$ cat src/rtl/cci_csr_rd_rsp_tx.sv
`timescale 1ns/1ps
// cci_csr_rd_rsp_tx
//
// Responder for host MMIO reads on the CCI CSR path. Decoded read requests
// from the c0 Rx channel are forwarded to the AFU CSR read port, and their
// tids are queued. AFU read data comes back strictly in request order. Each
// returned word is paired with the oldest queued tid and sent as a c2 Tx MMIO
// read response.
//
// Optional feature (macro CCI_CSR_RD_TIMEOUT_EN): a watchdog on the oldest
// pending tid. If that tid waits TIMEOUT_CYCLES cycles, the block answers it
// with all-ones data. It then absorbs the late AFU word for that read.
//
// Ports:
//   clk, reset                       single clock, synchronous active-high reset
//   rx_mmio_rd_valid, rx_tid, rx_addr   incoming MMIO read request
//   csr_rd_en, csr_rd_addr           registered read strobe to the AFU CSR file
//   csr_rd_data_valid, csr_rd_data   in-order read data from the AFU
//   c2_mmio_rd_valid, c2_tid, c2_data   registered MMIO read response (no backpressure)
//   err_overflow                     sticky: a request arrived with the FIFO full and no pop
//   err_spurious                     sticky: AFU data arrived with no pending tid
//   err_timeout                      sticky: watchdog fired (0 without the macro)
module cci_csr_rd_rsp_tx #(
  parameter int TID_DEPTH      = 64,
  parameter int TIMEOUT_CYCLES = 512
) (
  input  logic        clk,
  input  logic        reset,
  input  logic        rx_mmio_rd_valid,
  input  logic [8:0]  rx_tid,
  input  logic [15:0] rx_addr,
  output logic        csr_rd_en,
  output logic [15:0] csr_rd_addr,
  input  logic        csr_rd_data_valid,
  input  logic [63:0] csr_rd_data,
  output logic        c2_mmio_rd_valid,
  output logic [8:0]  c2_tid,
  output logic [63:0] c2_data,
  output logic        err_overflow,
  output logic        err_spurious,
  output logic        err_timeout
);

  localparam int PW = $clog2(TID_DEPTH);
  localparam int CW = PW + 1;

  logic [8:0]    tid_mem [TID_DEPTH];
  logic [PW-1:0] wr_ptr_reg;
  logic [PW-1:0] rd_ptr_reg;
  logic [CW-1:0] count_reg;

  logic          fifo_empty;
  logic          fifo_full;
  logic          push;
  logic          data_pop;
  logic          pop;
  logic          timeout_fire;
  logic          spurious;
  logic          overflow;
  logic [8:0]    head_tid;

  assign fifo_empty = (count_reg == '0);
  assign fifo_full  = (count_reg == CW'(TID_DEPTH));
  assign head_tid   = tid_mem[rd_ptr_reg];

`ifdef CCI_CSR_RD_TIMEOUT_EN
  localparam int WW = $clog2(TIMEOUT_CYCLES + 1);

  logic [WW-1:0] wd_reg;
  logic [CW-1:0] drop_reg;
  logic          err_timeout_reg;
  logic          absorbing;

  // While reads that timed out still owe their late data, the next AFU words
  // belong to them. Those words are swallowed, not matched to newer tids.
  assign absorbing    = (drop_reg != '0);
  assign data_pop     = csr_rd_data_valid && !fifo_empty && !absorbing;
  assign spurious     = csr_rd_data_valid && fifo_empty && !absorbing;
  // Any arriving data word takes priority over a timeout in the same cycle.
  assign timeout_fire = !fifo_empty && !csr_rd_data_valid &&
                        (wd_reg == WW'(TIMEOUT_CYCLES));
  assign err_timeout  = err_timeout_reg;

  always_ff @(posedge clk) begin
    if (reset) begin
      wd_reg          <= '0;
      drop_reg        <= '0;
      err_timeout_reg <= 1'b0;
    end else begin
      // Hold at the limit if incoming data keeps blocking the timeout.
      if (fifo_empty || pop)
        wd_reg <= '0;
      else if (wd_reg != WW'(TIMEOUT_CYCLES))
        wd_reg <= wd_reg + 1'b1;

      if (timeout_fire)
        drop_reg <= drop_reg + 1'b1;
      else if (csr_rd_data_valid && absorbing)
        drop_reg <= drop_reg - 1'b1;

      if (timeout_fire)
        err_timeout_reg <= 1'b1;
    end
  end
`else
  wire unused_timeout_cycles = |TIMEOUT_CYCLES;

  assign data_pop     = csr_rd_data_valid && !fifo_empty;
  assign spurious     = csr_rd_data_valid && fifo_empty;
  assign timeout_fire = 1'b0;
  assign err_timeout  = 1'b0;
`endif

  assign pop = data_pop || timeout_fire;
  // A pop in the same cycle frees a slot, so a push at full still succeeds.
  // When the FIFO is empty, the pop sees the pre-push state and cannot happen.
  assign push     = rx_mmio_rd_valid && (!fifo_full || pop);
  assign overflow = rx_mmio_rd_valid && fifo_full && !pop;

  // The tid storage has no reset. Only the pointers and count define validity.
  always_ff @(posedge clk) begin
    if (push)
      tid_mem[wr_ptr_reg] <= rx_tid;
  end

  always_ff @(posedge clk) begin
    if (reset) begin
      wr_ptr_reg       <= '0;
      rd_ptr_reg       <= '0;
      count_reg        <= '0;
      csr_rd_en        <= 1'b0;
      csr_rd_addr      <= '0;
      c2_mmio_rd_valid <= 1'b0;
      c2_tid           <= '0;
      c2_data          <= '0;
      err_overflow     <= 1'b0;
      err_spurious     <= 1'b0;
    end else begin
      if (push)
        wr_ptr_reg <= wr_ptr_reg + 1'b1;
      if (pop)
        rd_ptr_reg <= rd_ptr_reg + 1'b1;
      count_reg <= count_reg + CW'(push) - CW'(pop);

      // A dropped request still issues its CSR read strobe.
      csr_rd_en <= rx_mmio_rd_valid;
      if (rx_mmio_rd_valid)
        csr_rd_addr <= rx_addr;

      c2_mmio_rd_valid <= pop;
      if (pop) begin
        c2_tid  <= head_tid;
        c2_data <= timeout_fire ? {64{1'b1}} : csr_rd_data;
      end

      if (overflow)
        err_overflow <= 1'b1;
      if (spurious)
        err_spurious <= 1'b1;
    end
  end

endmodule
$ cat config.mk
export PLATFORM = sky130hd
export DESIGN_NAME = cci_csr_rd_rsp_tx
export DESIGN_NICKNAME = d
export VERILOG_FILES = /design/src/rtl/cci_csr_rd_rsp_tx.sv
export SDC_FILE = /design/constraint.sdc
export NUM_CORES = 1
export LEC_CHECK = 0
export ABC_AREA = 1
export BUFFER_PORTS_ARGS = -buffer_cell sky130_fd_sc_hd__buf_2
export CAP_MARGIN = 20
export CORE_MARGIN = 2
export CORE_UTILIZATION = 41
export CTS_CLUSTER_DIAMETER = 30
export DETAILED_ROUTE_END_ITERATION = 12
export SYNTH_ARGS = -nofsm -noshare
export SYNTH_HDL_FRONTEND = slang
export SYNTH_SLANG_ARGS = --single-unit
$ cat constraint.sdc
create_clock -name clk -period 4.32 [get_ports clk]
set_clock_uncertainty 0.2 [all_clocks]
set_input_delay 0.864 -clock clk [delete_from_list [all_inputs] [get_ports clk]]
set_output_delay 0.864 -clock clk [all_outputs]
set_load 0.02 [all_outputs]
==> Flow_metrics.wiki, run 1 <==
{| class="wikitable"
! Metric !! Value
|-
| Outcome || complete, no violations
|-
| Initial antenna violation count || 0
|-
| Final number of setup-violating endpoints || 0
|-
| Multiplexer area fraction after synthesis || 0%
|-
| Detailed placement HPWL || 46660 um
|-
| Total length of routed wires || a little under 80000 um
|-
| NumNets Final || 3127
|-
| Worst path max stage delay || roughly 0.8 ns
|-
| DRT antenna net count || 0
|-
| Synthesized net count || 2852
|-
| Max-cap violation count || 0
|-
| P per Cell Area || 601.2 nW/um^2
|-
| CP dominant cell by count || nand2_1
|-
| Cell breakdown of the critical path || nand2_1 > clkinv_1 > buf_4 > nand3_1 > nand2_1 > nor2_1 > nand2_1 > nand3_1 > nand3_1 > nand2_1 > inv_1
|-
| Clock buffers created by TritonCTS || 136
|-
| Die extent in x || between 200 and 300 um
|-
| Hold Fails Final Rpt || 0
|-
| Final Wtd Congestion || between 0.8 and 0.9
|-
| Category of the most critical setup path || flop to flop
|-
| Worst-Skew Late Latency || 0.72 ns
|-
| Yosys reg bits || 688
|-
| Simple logic cell fraction of the synthesized area || between 20 and 25%
|-
| Library cells used by synthesis || 29
|-
| Largest family of logic cells by synthesized area || simple AND/OR/NAND/NOR gates
|-
| Via count of the first global-routing pass || 20526
|-
| FFs w/ async S/R, synth || 0%
|-
| Gate Count Post-Synth || approximately 2700
|-
| Register area share after synthesis || 69.17%
|-
| Chip Height || 266.5 um
|-
| Hold_buf cts || 0
|-
| Dominant register cell in the synthesized netlist || edfxtp_1
|-
| Pre-CTS WS || 0.8813 ns
|-
| Post-synthesis instance area || 28250 um^2
|-
| Leakage power || between 10 and 15 nW
|-
| Fill cells || 5963
|-
| Data required time at the worst endpoint || 4.72 ns
|-
| CTS tree || yes
|-
| Combined global-route utilization of all metal layers || 21.91%
|-
| Highest ir drop seen on vdd || around 0.44 mV
|-
| Launching element type of the critical path || flop
|-
| Period utilisation layout || 78.05%
|-
| Clk sinks || between 600 and 700
|-
| Detail-routed net length per standard cell || 19.48 um
|-
| Pin count of the biggest net entering global routing || 195
|-
| Max-slew violation count || 0
|-
| Utilization after layout || 51.29%
|-
| Final period demand of the worst path || 3.372 ns
|-
| Post-Route Setup TNS || 0 ns
|-
| Per-cell via count in the routed design || 5.129
|-
| Initial DRC Count || 2086
|-
| Count of input and output buffers || 185
|-
| Critical-path maximum fanout || 28
|-
| Fraction of final layout cells with drive strength greater than 1 || 16.68%
|-
| Total die area || 71010 um^2
|-
| Clock-pin slew of the registers on the worst-case setup and hold paths || 0.05 ns
|-
| Unrepaired setup endpoints after global routing || false
|-
| Global-route wire length before repair || around 120000 um
|-
| Iteration count of the initial detailed-routing pass || 5
|-
| Rel. slew slack || a little over a fifth
|-
| Setup Fix Bufs, Post-CTS || 0
|-
| Highest clock rate || just under 300 MHz
|-
| Area of the core || roughly 68000 um^2
|-
| Top-level I/O count || 187
|-
| Synthesis-to-finish area growth || 24.09%
|-
| Overall via count from detail_route || 20605
|-
| ANT cells || 0
|-
| Post-cts sizing count || 0
|-
| Critical Path Sink Type || flop
|-
| Synthesized-area fraction occupied by adder cells || 0.5581%
|-
| EDFF count, synth || 576
|-
| Clk root buf || clkbuf_16
|-
| Largest regs || tid_mem: 576 flops, c2_data: 64 flops, csr_rd_addr: 16 flops
|-
| Maximum buffer depth of the clock tree || 3
|-
| Initial core utilization || approximately 41%
|-
| Post-layout worst setup margin || 0.9483 ns
|-
| Number of rows in the core area || 96
|-
| Synth Area in Compound Gates || 3.614%
|-
| Signal arrival time at the worst endpoint || 3.77 ns
|-
| CTS H-tree lvls || 4
|-
| Top reg by flops || tid_mem
|-
| Type of the most critical hold path || primary input to flop
|-
| CP max-delay cell || clkinv_1
|-
| Total overflow reported by the global router || 0
|-
| Post-synthesis xor/xnor area fraction || less than 1%
|-
| Transition at the pin with the smallest max-transition slack || 1.179 ns
|-
| Average instance area after synthesis || between 10 and 15 um^2
|-
| Number of DRC violations after detailed routing || 0
|-
| Yosys warning total || 0
|-
| Flip-flop count of the largest register after layout || 576
|}
==> per-stage QoR <==
step                      instance area [um^2]  power (mW)  instances  hold WS, ns
after floorplan                          28250       9.732       2747       0.2888
after global placement                   30420       10.72       3766       0.2527
after detailed placement                 30420       10.76       3766       0.2659
final                                    35050       21.07       4017       0.1916
after CTS                                35050       21.20       4017       0.1512
after global routing                     35050       21.87       4017       0.1734
==> layer usage <==
metal / share of wire, % / track usage [%] / vias up
met5: 0 / 0 / -
met4: 3.0 / 8.214 / 0
met3: 6.9 / 4.825 / 165
met2: 48 / 35.93 / 771
met1: 42 / 28.54 / 9931
li1: - / - / 9738
==> layout by cell type, fill, tap and decap left out, types with 2 or more instances in the layout <==
cell type,netlist,routed
a21oi_1,53,53
buf_12,0,8
buf_2,53,185
buf_4,8,94
bufinv_16,0,15
clkbuf_1,58,10
clkbuf_16,0,137
clkbuf_8,0,6
clkinv_1,3,18
clkinv_2,0,20
clkinv_4,0,11
clkinv_8,0,4
clkinvlp_4,0,17
dfxtp_1,112,110
dfxtp_4,0,2
edfxtp_1,576,576
ha_1,11,11
inv_1,185,183
inv_16,0,4
inv_2,3,3
inv_6,0,12
nand2_1,739,738
nand3_1,316,316
nand4_1,4,4
nor2_1,433,433
nor3_1,5,5
o21ai_0,148,148
==> synthesized netlist by cell type, types with 3 or more instances <==
| library cell | instances | share of area (%) |
|---|---|---|
| buf_2 | 53 | 0.94 |
| buf_4 | 8 | 0.21 |
| nand4_1 | 4 | 0.089 |
| nand2_1 | 739 | 9.8 |
| nor2_1 | 433 | 5.8 |
| clkinv_1 | 3 | 0.040 |
| nand3_1 | 316 | 5.6 |
| buf_1 | 20 | 0.27 |
| nor3_1 | 5 | 0.089 |
| ha_1 | 11 | 0.49 |
| dfxtp_1 | 112 | 7.9 |
| clkbuf_1 | 58 | 0.77 |
| inv_1 | 185 | 2.5 |
| buf_6 | 9 | 0.36 |
| edfxtp_1 | 576 | 61 |
| a21oi_1 | 53 | 0.94 |
| o21ai_0 | 148 | 2.6 |
| inv_2 | 3 | 0.040 |
==> power by group <==
| group | internal [mW] | switching, mW | leakage [nW] |
|---|---|---|---|
| sequential | 7.43 | 0.184 | 6.11 |
| clock | 6.86 | 3.56 | 2.23 |
| combinational | 0.877 | 2.16 | 5.88 |
==> final cells by class <==
class	count	area (um^2)	share of cell area (%)
multi-input cells	1718	7254	20.70
flip-flops and latches	688	19550	55.76
well taps	882	1104	3.148
clock buffers	153	3548	10.12
clock inverters	98	1081	3.084
repair buffers	287	1792	5.112
inverters	191	726.9	2.074
==> logic make-up after synthesis <==
| group | Yosys count |
|---|---|
| AO/OA/AOI/OAI | 203 |
| XOR/XNOR | 1 |
| adder cells (fa/ha/maj) | 12 |
| buffers and inverters | 341 |
| flip-flops | 688 |
| other | 1 |
| AND/OR/NAND/NOR | 1501 |
==> critical path, delay by kind of cell, from the launching register on <==
| family | cells | cell delay [ns] |
|---|---|---|
| and+or+nand+nor | 8 | 1.09 |
| buffers and inverters | 3 | 1.34 |
| DFF | 1 | 0.63 |
==> worst paths after layout <==
check | to | cells past startpoint | startpoint | slack (ns)
max | c2_tid[3] | 11 | rd_ptr_reg[2] | 0.95
min | csr_rd_addr[4] | 3 | rx_addr[4] | 0.19
max reg2reg | c2_tid[3] | 11 | rd_ptr_reg[2] | 0.95
min reg2reg | c2_data[56] | 2 | c2_data[56] | 0.27
(Power assumes the default switching activity.)
==> run 2, diff against run 1 <==
- clock period: 4.32 -> 3.2 ns (I/O delays scaled with it)
==> run 2 against run 1 <==
Net effect:
- critical path depth grew 8
- critical path type unchanged
- flip-flop and latch count is the same
- sequential power grew 35%
- non-clock buffer count grew 100
- clock-buffer cell count is 20 higher
==> Flow_metrics.wiki, run 2 (same netlist as run 1, synthesis figures left out) <==
{| class="wikitable"
! Metric !! Value
|-
| DRT antenna net count || 0 (unchanged)
|-
| Total length of routed wires || 79450 um (+1.5%)
|-
| Critical Path Sink Type || flop
|-
| Post-layout total power || 28.50 mW (+35%)
|-
| Final period demand of the worst path || 3.046 ns (-0.3261 ns)
|-
| Pin count of the biggest net entering global routing || 139 (-29%)
|-
| Largest regs || tid_mem: 576 flops, c2_data: 64 flops, csr_rd_addr: 16 flops
|-
| Flip-flop count of the largest register after layout || 576 (unchanged)
|-
| Number of DRC violations after detailed routing || 0 (unchanged)
|-
| Type of the most critical hold path || primary input to flop
|-
| Via count of the first global-routing pass || 20906 (+1.9%)
|-
| Top-level I/O count || 187 (unchanged)
|-
| ANT cells || 0 (unchanged)
|-
| Maximum buffer depth of the clock tree || 3 (unchanged)
|-
| Highest clock rate || 328.3 MHz (+11%)
|-
| Number of rows in the core area || 96 (unchanged)
|-
| Chip Height || 266.5 um (unchanged)
|-
| Max-cap violation count || 0 (unchanged)
|-
| Iteration count of the initial detailed-routing pass || 5 (unchanged)
|-
| Data required time at the worst endpoint || 3.58 ns (-1.14 ns)
|-
| Overall via count from detail_route || 21190 (+2.8%)
|-
| Most common library cell in the layout ignoring fill and taps || nand2_1
|-
| Initial DRC Count || 2072 (-0.67%)
|-
| Category of the most critical setup path || flop to flop
|-
| NumNets Final || 3228 (+3.2%)
|-
| P per Cell Area || 791.5 nW/um^2 (+32%)
|-
| Period utilisation layout || 95.17% (+17 points)
|-
| Final design instance area without fill || 36010 um^2 (+2.7%)
|-
| Worst-Skew Late Latency || 0.70 ns (-0.02 ns)
|-
| Clock buffers created by TritonCTS || 137 (+0.74%)
|-
| Launching element type of the critical path || flop
|-
| Final number of setup-violating endpoints || 0 (unchanged)
|-
| Hold Fails Final Rpt || 0 (unchanged)
|-
| CTS H-tree lvls || 4 (unchanged)
|-
| Area after DPL || 30670 um^2 (+0.81%)
|-
| Final Wtd Congestion || 0.9142 (+7.1%)
|-
| Outcome || complete, no violations
|-
| Detailed placement HPWL || 47000 um (+0.74%)
|-
| Detail-routed net length per standard cell || 19.33 um (-0.75%)
|-
| Worst Hold Slack || 0.01744 ns (-0.1742 ns)
|-
| Synthesis-to-finish area growth || 27.47%
|-
| Per-cell via count in the routed design || 5.156 (+0.51%)
|-
| Leakage power || 14.65 nW (+3.0%)
|-
| Global-route wire length before repair || 120400 um (+2.2%)
|-
| Fraction of final layout cells with drive strength greater than 1 || 17.04% (+0.36 points)
|-
| Clock-pin slew of the registers on the worst-case setup and hold paths || 0.04 ns (about the same)
|-
| Count of input and output buffers || 185 (unchanged)
|-
| Transition at the pin with the smallest max-transition slack || 0.9114 ns (-0.2678 ns)
|-
| CTS tree || yes
|-
| Total die area || 71010 um^2 (unchanged)
|-
| Combined global-route utilization of all metal layers || 22.32% (+0.41 points)
|-
| Critical-path maximum fanout || 3 (-89%)
|-
| Clk sinks || 688 (unchanged)
|-
| Signal arrival time at the worst endpoint || 3.43 ns (-0.34 ns)
|-
| Clk root buf || clkbuf_16
|-
| Initial core utilization || 41.33% (unchanged)
|-
| Highest ir drop seen on vdd || 0.5709 mV (+30%)
|-
| Area of the core || 68350 um^2 (unchanged)
|-
| Top reg by flops || tid_mem
|-
| Die extent in x || 266.5 um (unchanged)
|-
| Initial antenna violation count || 0 (unchanged)
|-
| Rel. slew slack || 39.24% (+18 points)
|-
| Total overflow reported by the global router || 0 (unchanged)
|-
| Max-slew violation count || 0 (unchanged)
|-
| Commonest cells after routing, fill and taps aside || nand2_1, edfxtp_1, nor2_1
|-
| Worst-case register-to-register setup slack || 0.15 ns (-0.79 ns)
|}
==> run 2: cell count changes in the layout (fill, tap and decap cells not counted), moves of 5 or more <==
| cell | previous run | this run |
|---|---|---|
| buf_12 | 8 | 13 |
| inv_1 | 183 | 177 |
| clkinvlp_4 | 17 | 9 |
| inv_2 | 3 | 9 |
| inv_6 | 12 | 5 |
| clkbuf_1 | 10 | 22 |
| dlygate4sd3_1 | 0 | 71 |
| clkbuf_16 | 137 | 144 |
| buf_4 | 94 | 118 |
==> run 2: repair_timing <==
action	4_1_cts	5_1_grt
resized for setup	0	20
setup buffers	0	5
hold buffers	71	0
endpoints found under the setup margin	0	1
endpoints found under the hold margin	71	0
==> run 2: path summary, 6_finish.rpt <==
| path | start | cells after the start | endpoint |
|---|---|---|---|
| min | csr_rd_data[62] | 3 | c2_data[62] |
| max | count_reg[3] | 19 | count_reg[6] |
| max reg2reg | count_reg[3] | 19 | count_reg[6] |
| min reg2reg | err_spurious | 1 | err_spurious |
==> run 2: critical path: stages, from the launching register on <==
cell	delay, ns
dfxtp_2	0.33
inv_2	0.08
ha_4	0.12
inv_1	0.05
nor3_2	0.21
nand3_1	0.16
nand2_2	0.13
ha_4	0.21
inv_2	0.06
ha_4	0.12
inv_2	0.04
fa_2	0.38
nor2_2	0.10
o21ai_1	0.06
nand2_1	0.11
nand2_1	0.07
nand2_1	0.08
a21oi_2	0.05
or2_2	0.26
and2_1	0.15
==> run 2: layout make-up <==
cell class,count,area (um^2)
fill,5809,32340
clock inverter,71,753.2
tap,882,1104
timing repair buffer,387,2783
clock buffer,173,3782
inverter,191,726.9
multi-input combinational,1718,7308
sequential,688,19550
==> run 2: power by group <==
| group | leakage, nW | internal, mW | total, mW | switching [mW] |
|---|---|---|---|---|
| sequential | 6.11 | 10.0 | 10.3 | 0.231 |
| clock | 2.20 | 9.28 | 13.8 | 4.57 |
| combinational | 6.34 | 1.34 | 4.38 | 3.04 |
| total | 14.6 | 20.7 | 28.5 | 7.84 |
==> run 2: metal layers <==
metal / GRT usage [%] / routed length, um / part of all wire, % / vias up
met1: 29.79 / 33700 / 42 / 10261
met3: 5.083 / 5674 / 7.1 / 201
met4: 9.596 / 2800 / 3.5 / 0
met2: 35.06 / 37270 / 47 / 809
li1: - / - / - / 9919
met5: 0 / 0 / 0 / -
==> run 2: per-stage QoR <==
| step | TNS [ns] | instances | util (%) | setup slack [ns] |
|---|---|---|---|---|
| after floorplan | 0 | 2747 | - | 0.0001217 |
| after global placement | 0 | 3790 | 44.87 | 0.04469 |
| after detailed placement | 0 | 3790 | 44.87 | 0.1004 |
| after CTS | 0 | 4105 | 52.55 | 0.08170 |
| after global routing | -0.06332 | 4110 | 52.68 | -0.06332 |
| final | 0 | 4110 | 52.68 | 0.1545 |
==> run 3, diff against run 2 <==
- CELL_PAD_IN_SITES_DETAIL_PLACEMENT: unset -> 0
- CELL_PAD_IN_SITES_GLOBAL_PLACEMENT: unset -> 1
- PLACE_DENSITY_LB_ADDON: unset -> 0.1
==> run 3 against run 2 <==
Net effect:
- maximum frequency is 2.3% higher
- die area stayed put
- clock power is 12% higher
- sequential power hardly changed
- combinational power is 1% higher
- cell count is 0.63% higher
- critical path depth stayed put
- hold slack better by 0.036 ns
- non-clock buffer count is 2 lower
- clock-buffer cell count is 7 higher
- critical endpoint unchanged
- largest power group unchanged
- highest routed layer unchanged
==> Flow_metrics.wiki, run 3 (same netlist as run 1, synthesis figures left out) <==
{| class="wikitable"
! Metric !! Value
|-
| Combined global-route utilization of all metal layers || 23.29% (+0.97 points)
|-
| Flip-flop count of the largest register after layout || 576 (unchanged)
|-
| Chip Height || 266.5 um (unchanged)
|-
| Maximum buffer depth of the clock tree || 3 (unchanged)
|-
| Number of instances on the worst hold path || 3 (unchanged)
|-
| Final period demand of the worst path || 2.979 ns (-0.06701 ns)
|-
| Final Wtd Congestion || 0.8237 (-9.9%)
|-
| Pin count of the biggest net entering global routing || 108 (-22%)
|-
| Data required time at the worst endpoint || 3.59 ns (about the same)
|-
| Overall via count from detail_route || 20674 (-2.4%)
|-
| Outcome || complete, no violations
|-
| R2R cell count || 19 (unchanged)
|-
| Total length of routed wires || 82100 um (+3.3%)
|-
| Initial DRC Count || 1723 (-17%)
|-
| Worst hold path endpoint || c2_data[31]
|-
| Worst path max stage delay || 0.37 ns (about the same)
|-
| Total die area || 71010 um^2 (unchanged)
|-
| Max-cap violation count || 0 (unchanged)
|-
| Terminus of the critical flop-to-flop path || count_reg[6]
|-
| Signal arrival time at the worst endpoint || 3.37 ns (-0.06 ns)
|-
| Total overflow reported by the global router || 0 (unchanged)
|-
| Worst-case register-to-register setup slack || 0.22 ns (+0.07 ns)
|-
| Count of input and output buffers || 185 (unchanged)
|-
| Type of the most critical hold path || primary input to flop
|-
| Most common library cell in the layout ignoring fill and taps || nand2_1
|-
| DRT antenna net count || 0 (unchanged)
|-
| Clock buffers created by TritonCTS || 147 (+7.3%)
|-
| Period utilisation layout || 93.08% (-2.1 points)
|-
| Synthesis-to-finish area growth || 29.64%
|-
| CTS H-tree lvls || 4 (unchanged)
|-
| Final design instance area without fill || 36620 um^2 (+1.7%)
|-
| Worst reg2reg startpoint || count_reg[2]
|-
| Number of rows in the core area || 96 (unchanged)
|-
| Detail-routed net length per standard cell || 19.85 um (+2.7%)
|-
| Max-slew violation count || 0 (unchanged)
|-
| Highest ir drop seen on vdd || 0.5196 mV (-9.0%)
|-
| Final number of setup-violating endpoints || 0 (unchanged)
|-
| Clock-pin slew of the registers on the worst-case setup and hold paths || 0.05 ns (about the same)
|-
| Top reg by flops || tid_mem
|-
| CP max-delay cell || fa_2
|-
| Worst-Skew Late Latency || 0.71 ns (about the same)
|-
| Number of DRC violations after detailed routing || 0 (unchanged)
|-
| Critical Path Sink Type || flop
|-
| Critical-path maximum fanout || 3 (unchanged)
|-
| Cell breakdown of the critical path || inv_2 > ha_1 > inv_1 > nor3_2 > nand3_1 > nand2_2 > ha_4 > inv_1 > ha_2 > inv_1 > fa_2 > nor2_1 > o21ai_1 > nand2_1 > nand2_1 > nand2_1 > a21oi_1 > or2_2 > and2_1
|-
| NumNets Final || 3236 (+0.25%)
|-
| P per Cell Area || 821.1 nW/um^2 (+3.7%)
|-
| Hold Fails Final Rpt || 0 (unchanged)
|-
| Area after DPL || 30700 um^2 (+0.11%)
|-
| Highest clock rate || 335.7 MHz (+2.3%)
|-
| Fraction of final layout cells with drive strength greater than 1 || 17.33% (+0.29 points)
|-
| Commonest cells after routing, fill and taps aside || nand2_1, edfxtp_1, nor2_1
|-
| Iteration count of the initial detailed-routing pass || 5 (unchanged)
|-
| Via count of the first global-routing pass || 20344 (-2.7%)
|-
| Launching element type of the critical path || flop
|-
| Clk root buf || clkbuf_16
|-
| Top-level I/O count || 187 (unchanged)
|-
| Detailed placement HPWL || 49040 um (+4.3%)
|-
| Fill cells || 6036 (+3.9%)
|-
| Largest regs || tid_mem: 576 flops, c2_data: 64 flops, csr_rd_addr: 16 flops
|-
| Die extent in x || 266.5 um (unchanged)
|-
| Per-cell via count in the routed design || 4.999 (-3.0%)
|-
| Global-route wire length before repair || 123500 um (+2.6%)
|-
| Leakage power || 14.90 nW (+1.7%)
|-
| Area of the core || 68350 um^2 (unchanged)
|-
| ANT cells || 0 (unchanged)
|-
| Category of the most critical setup path || flop to flop
|-
| Initial core utilization || 41.33% (unchanged)
|-
| Worst hold path startpoint || csr_rd_data[31]
|-
| Transition at the pin with the smallest max-transition slack || 0.9487 ns (+0.03733 ns)
|-
| Clk sinks || 688 (unchanged)
|-
| Initial antenna violation count || 0 (unchanged)
|-
| Worst Hold Slack || 0.05315 ns (+0.03571 ns)
|-
| Rel. slew slack || 36.75% (-2.5 points)
|-
| CTS tree || yes
|}
-- run 3: metal layers --
layer  vias up  global-route usage, %  part of all wire, %
li1       9969                      -                    -
met4         0                  8.715                  2.8
met2       649                  36.27                   46
met5         -                      0                    0
met3       126                  4.917                  6.1
met1      9930                  32.13                   45
-- run 3: worst max path at each step --
stage,end,start,slack [ns]
after CTS,count_reg[6],count_reg[5],0.06
final,count_reg[6],count_reg[2],0.22
after floorplan,count_reg[6],count_reg[5],0.0001
after global routing,count_reg[6],count_reg[2],-0.005
after global placement,count_reg[6],count_reg[5],0.04
after detailed placement,count_reg[6],count_reg[5],0.07
-- run 3: stage by stage --
step                      setup slack (ns)   TNS [ns]  power [mW]  std cells  utilization, %
after global placement             0.04141          0       14.73       3786           44.92
after global routing             -0.004996  -0.004996       31.28       4136           53.58
final                               0.2215          0       30.07       4136           53.58
after detailed placement           0.06927          0       14.75       3786           44.92
after CTS                          0.06356          0       30.30       4135           53.54
after floorplan                  0.0001217          0       13.16       2747               -
-- run 3: area by class of cell --
type	count	area, um^2	area share [%]
flip-flops and latches	688	19550	53.38
repair buffers	385	2845	7.770
multi-input cells	1718	7274	19.86
well taps	882	1104	3.014
clock inverters	92	1121	3.061
inverters	191	726.9	1.985
clock buffers	180	4000	10.92
-- run 3: timing repair --
item / in CTS / in global routing
gates resized for setup: 0 / 9
hold endpoints to repair: 77 / 0
buffers inserted: 0 / 1
setup endpoints to repair: 0 / 1
hold buffers: 77 / 0
-- run 3: worst max-delay path, delay by kind of cell, from the launching register on --
family	cells	cell delay (ns)
AOI/OAI and AO/OA	2	0.12
DFF	1	0.32
adders and majority gates	4	0.88
and+or+nand+nor	9	1.15
buffers and inverters	4	0.21
-- run 3: power by group --
group / total (mW) / leakage, nW / internal (mW) / switching [mW]
Combinational: 4.44 / 6.33 / 1.35 / 3.08
Clock: 15.4 / 2.45 / 10.6 / 4.84
Sequential: 10.2 / 6.11 / 10.0 / 0.202
Total: 30.1 / 14.9 / 21.9 / 8.12
